===== src/rtl/demux_route.sv =====
// Registered 1-to-2 word router with a 2-entry FWFT buffer
// and a delivered-word counter per destination.
module demux_route_buf #(
  parameter int WIDTH = 16,
  parameter int CNT_W = 8
) (
  input  logic             clk,
  input  logic             reset,
  input  logic             push,
  input  logic [WIDTH-1:0] push_data,
  input  logic             pop_ready,
  output logic             valid,
  output logic             full,
  output logic [WIDTH-1:0] data,
  output logic [CNT_W-1:0] cnt
);

  typedef enum logic [1:0] {
    EMPTY = 2'd0,
    ONE   = 2'd1,
    FULL  = 2'd2
  } state_t;

  state_t           state_q, state_d;
  logic [WIDTH-1:0] head_q, head_d;
  logic [WIDTH-1:0] tail_q, tail_d;
  logic [CNT_W-1:0] cnt_q, cnt_d;
  logic             pop;

  always_ff @(posedge clk) begin
    if (reset) begin
      state_q <= EMPTY;
      head_q  <= '0;
      tail_q  <= '0;
      cnt_q   <= '0;
    end else begin
      state_q <= state_d;
      head_q  <= head_d;
      tail_q  <= tail_d;
      cnt_q   <= cnt_d;
    end
  end

  always_comb begin
    state_d = state_q;
    head_d  = head_q;
    tail_d  = tail_q;
    cnt_d   = cnt_q;
    pop     = (state_q != EMPTY) && pop_ready;
    if (pop) cnt_d = cnt_q + CNT_W'(1);
    unique case (state_q)
      EMPTY: begin
        if (push) begin
          state_d = ONE;
          head_d  = push_data;
        end
      end
      ONE: begin
        if (push && pop) begin
          head_d = push_data;
        end else if (push) begin
          state_d = FULL;
          tail_d  = push_data;
        end else if (pop) begin
          state_d = EMPTY;
        end
      end
      FULL: begin
        // push cannot occur here: in_ready is low while FULL
        if (pop) begin
          state_d = ONE;
          head_d  = tail_q;
        end
      end
      default: state_d = EMPTY;
    endcase
  end

  assign valid = (state_q != EMPTY);
  assign full  = (state_q == FULL);
  assign data  = head_q;
  assign cnt   = cnt_q;

endmodule

module demux_route #(
  parameter int WIDTH = 16,
  parameter int CNT_W = 8
) (
  input  logic             clk,
  input  logic             reset,
  input  logic [WIDTH-1:0] in_data,
  input  logic             in_sel,
  input  logic             in_valid,
  output logic             in_ready,
  output logic [WIDTH-1:0] out0_data,
  output logic             out0_valid,
  input  logic             out0_ready,
  output logic [WIDTH-1:0] out1_data,
  output logic             out1_valid,
  input  logic             out1_ready,
  output logic [CNT_W-1:0] cnt0,
  output logic [CNT_W-1:0] cnt1
);

  logic full0, full1;
  logic push0, push1;

  // no bypass: readiness looks only at registered occupancy
  assign in_ready = !reset && (in_sel ? !full1 : !full0);
  assign push0    = in_valid && in_ready && !in_sel;
  assign push1    = in_valid && in_ready && in_sel;

  demux_route_buf #(
    .WIDTH (WIDTH),
    .CNT_W (CNT_W)
  ) u_buf0 (
    .clk       (clk),
    .reset     (reset),
    .push      (push0),
    .push_data (in_data),
    .pop_ready (out0_ready),
    .valid     (out0_valid),
    .full      (full0),
    .data      (out0_data),
    .cnt       (cnt0)
  );

  demux_route_buf #(
    .WIDTH (WIDTH),
    .CNT_W (CNT_W)
  ) u_buf1 (
    .clk       (clk),
    .reset     (reset),
    .push      (push1),
    .push_data (in_data),
    .pop_ready (out1_ready),
    .valid     (out1_valid),
    .full      (full1),
    .data      (out1_data),
    .cnt       (cnt1)
  );

endmodule


===== config.mk =====
export PLATFORM = sky130hd
export DESIGN_NAME = demux_route
export DESIGN_NICKNAME = d
export VERILOG_FILES = /design/src/rtl/demux_route.sv
export SDC_FILE = /design/constraint.sdc
export NUM_CORES = 1
export LEC_CHECK = 0
export ABC_AREA = 1
export CELL_PAD_IN_SITES_DETAIL_PLACEMENT = 2
export CELL_PAD_IN_SITES_GLOBAL_PLACEMENT = 2
export CORE_ASPECT_RATIO = 0.8
export CORE_MARGIN = 2
export CORE_UTILIZATION = 30
export DETAILED_ROUTE_END_ITERATION = 8
export PLACE_DENSITY = 0.9
export SLEW_MARGIN = 5
export SYNTH_ARGS = -nofsm -noshare
export SYNTH_HDL_FRONTEND = slang
export SYNTH_HIERARCHICAL = 1
export SYNTH_SLANG_ARGS = --single-unit

===== constraint.sdc =====
create_clock -name clk -period 5.6 [get_ports clk]
set_clock_uncertainty 0.05 [all_clocks]
set_input_delay 1.68 -clock clk [delete_from_list [all_inputs] [get_ports clk]]
set_output_delay 1.68 -clock clk [all_outputs]
set_load 0.1 [all_outputs]

Word level (Yosys, flattened, before mapping)
Index checks and enable logic that the tools add are counted.

Register bits after elaboration: 84.

$add $sub $neg: 2. Eq/ne operators: 14. Muxes and demuxes: 21. Bitwise logic cells: 2. Reduce and logical (&&, ||, !) cells: 24.

Operators by type and width (count): 2-to-1 mux 16 bit (6); one-hot mux 16 bit (3 select lines) (2); 2-to-1 mux 2 bit (10); adder 8 x 1 -> 8 bit, second input constant (2); AND reduction 4 bit (4); inequality test 2 x 1 -> 1 bit, second input constant (6); one-hot mux 2 bit (3 select lines) (2); logical AND 1 bit (8); inequality test 3 x 1 -> 1 bit, second input constant (2); AND reduction 3 bit (2); nonzero test 3 bit (2); == test 2 x 1 -> 1 bit, second input constant (2); == test 2 bit, second input constant (2); logical NOT 1 bit (4); logical NOT 2 bit (2); inequality test 2 bit, second input constant (2); nonzero test 2 bit (2); inverter 1 bit (2); 2-to-1 mux 1 bit (1).

Logic depth before layout (Yosys ltp)
Depth after elaboration: 9. Mapped depth: 14.

Modules after synthesis
The synthesis kept the hierarchy.

By module, submodules not included: demux_route_buf (instances 2, cells each 267, area each 1826.8 µm²); demux_route (instances 1, cells each 9, area each 45.0 µm²).

Worst setup path before layout
No wires, ideal clock.

Path kind: input port to output port. Start point: input in_sel. End point: output in_ready. Arrival: 3.079 ns. Slack: 0.791 ns. Cell stages on the path: 4. Path buffers: 0. Path through: inv_1 nand2_2 nand2_1 nor2_1.

Cells in the longest elaborated chain, start to end: 2.

Ends and longest elaborated chain: start: declaration (line 93) `input logic in_sel,`; 2-to-1 mux 1 bit (line 110) `assign in_ready = !reset && (in_sel ? !full1 : !full0);`; logical AND 1 bit (line 110); end: declaration (line 95) `output logic in_ready,`.

No other way between the ends.

Final worst setup path
Same ends and word-level chain as after synthesis.

==> impl_metrics.toml <==
[die]
core-area_um2 = 12100
die_w_um = 128
start_util = 0.305
die_h_um = 103
core.rowCount = 36
io_pins = 73
die_area_um2 = 13200

[cts]
cts_made_buffers = 9
cts_resized = 0
clock_path_buffers = 2
postCtsSetupRepairBufs = 0
cts.clk_slew.worst_paths_ns = 0.06
cts_tree = "built"
clockRootBuffer = "clkbuf_16"
clkLatencyLatePin_ns = 0.34
cts.sinks = 84
postCtsHoldBufs = 0
htree_levels = 3

[detailed_routing]
viasPerCell = 4.81
drt-wirelength-per-cell_um = 15.7
drcViolationCount = 0
wl_um = 11900
ant_nets = 0
drtPass1Iterations = 4
drtIter0Drc = 112
vias = 3653

[sta]
finalSetupViolations = 0
worstMarginPinSlew_ns = 0.988
slew_headroom = 0.341
tns_ns = 0
fin_ws_ns = 1.03
fin_crit_sh = 0.817
finalHoldViolCount = 0
layout_min_cycle_time_ns = 4.57
rsz0062_at_grt = "no"
maxSlewViolCount = 0
max_freq_ghz = 0.219

[critical_path]
crit_type = "input port to output port"
crit_arrival_ns = 2.84
start_kind = "input port"
crit_path_end_kind = "output port"
path_max_fanout = 3
required_ns = 3.87

[final_layout]
final_cells = 759
final_common_cell = "nor2_1"
drive_above_1_share = 0.0511
syn2layout_area_growth_pct = 29.5
fillerInstances = 1401
nets = 627
final_cell_mix = "nor2_1 (129), nand2_1 (124), dfxtp_1 (84), o21ai_0 (72), clkdlybuf4s50_1 (71)"
num_antenna_cells = 0

[placed_design]
gp_congestion = 0.745
post-place-ws_ns = 1.02
dp_hpwl_um = 8460
dp_cells = 744
port_buffers = 72

[pwr]
power_frac_comb = 0.157
vdd_drop_max_mv = 0.131
total_power_mw = 1.48
powerDensity_nw_per_um2 = 309
p_switching_uw = 426
p_seq_frac = 0.421
intPower_mw = 1.05
leakagePower_nw = 1.91
clock_power_share = 0.422
swShare = 0.288

[yosys]
yosys_warnings = 6
syn_avg_cell_area_um2 = 6.81
yosysSeqAreaShare = 0.455
ys_ff_latch = 84
synthesis.nets = 567
synth_cell_types = 23
netlist_area_um2 = 3700
syn_inst = 543

[grt]
grt_pass1_wl_um = 19600
grt_use_total = 0.187
grt_max_degree = 39
grt_pass1_vias = 3948
overflow = 0
grt_antenna_before_repair = 0

[status]
status = "completed"

[hold_path]
hold_class = "flip-flop to flip-flop"

[flow_run]
drv_cap = 0
sequential cells by signal (all words and copies together) (netlist names):
register	cells
u_buf0/tail_q	16
u_buf0/data	16
u_buf1/state_q	2
u_buf1/cnt	8
u_buf0/state_q	2
u_buf1/data	16
u_buf1/tail_q	16
u_buf0/cnt	8
metal layers:
metal	vias up	track usage	routed length (um)
met1	1755	0.239	5640
met5	-	0	0
li1	1825	-	-
met2	60	0.327	5700
met3	13	0.0376	455
met4	0	0.0533	138
worst paths after layout:
kind,startpoint,to,slack [ns],depth (start not counted)
max,in_sel,in_ready,1.03,6
min,u_buf0/tail_q[2],u_buf0/tail_q[2],0.42,2
max reg2reg,u_buf1/state_q[0],u_buf1/tail_q[7],2.34,10
min reg2reg,u_buf0/tail_q[2],u_buf0/tail_q[2],0.42,2
cell families after synthesis:
logic type      synth area share
simple gates               0.288
compound gates             0.168
flops                      0.455
buf+inv                   0.0825
fa+ha+maj                0.00676
metrics by stage:
step	util	hold slack (ns)	area [um2]
after floorplan	-	0.374	3700
final	0.395	0.416	4790
after global placement	0.370	0.384	4480
after detailed placement	0.370	0.406	4480
after CTS	0.395	0.415	4790
after global routing	0.395	0.425	4790
critical path, stage by stage:
cell             delay [ns]
clkdlybuf4s50_1        0.52
inv_1                  0.09
nand2_2                0.08
nand2_1                0.06
nor2_1                 0.11
buf_4                  0.31
power groups by stage:
stage	sequential [mW]	combinational, mW	clock (mW)
floorplan	0.733	0.0658	0
global route	0.624	0.248	0.666
global placement	0.635	0.226	0
CTS	0.623	0.234	0.642
detailed placement	0.636	0.232	0
finish	0.622	0.232	0.624
cell usage after synthesis:
master    instances  share of area
buf_2            10          0.014
nor2_2            4         0.0068
nand4_2           1         0.0034
inv_1            42          0.043
o21bai_1          2         0.0041
ha_1              2         0.0068
o21ai_4           2         0.0088
dfxtp_1          84           0.45
o21ai_1          12          0.016
o21ai_0          72          0.097
o21ai_2           2         0.0047
nor2_1          129           0.13
o211ai_1          2         0.0041
nand3_1          10          0.014
a21oi_1          24          0.032
inv_4             2         0.0034
clkbuf_2          2         0.0027
nand2_2           3         0.0051
nand2_1         124           0.13
nor3_1            2         0.0027
clkbuf_1          6         0.0061
buf_4             4         0.0081
buf_6             2         0.0061
cell type report:
type                    count  area [um2]  area share
clock inverters             3        43.8     0.00914
clock buffers              12         267      0.0556
inverters                  44         170      0.0355
well taps                 152         190      0.0397
multi-input cells         391        1710       0.357
repair buffers             73         726       0.152
flip-flops and latches     84        1680       0.351
Power figures use the tool's default switching activity.
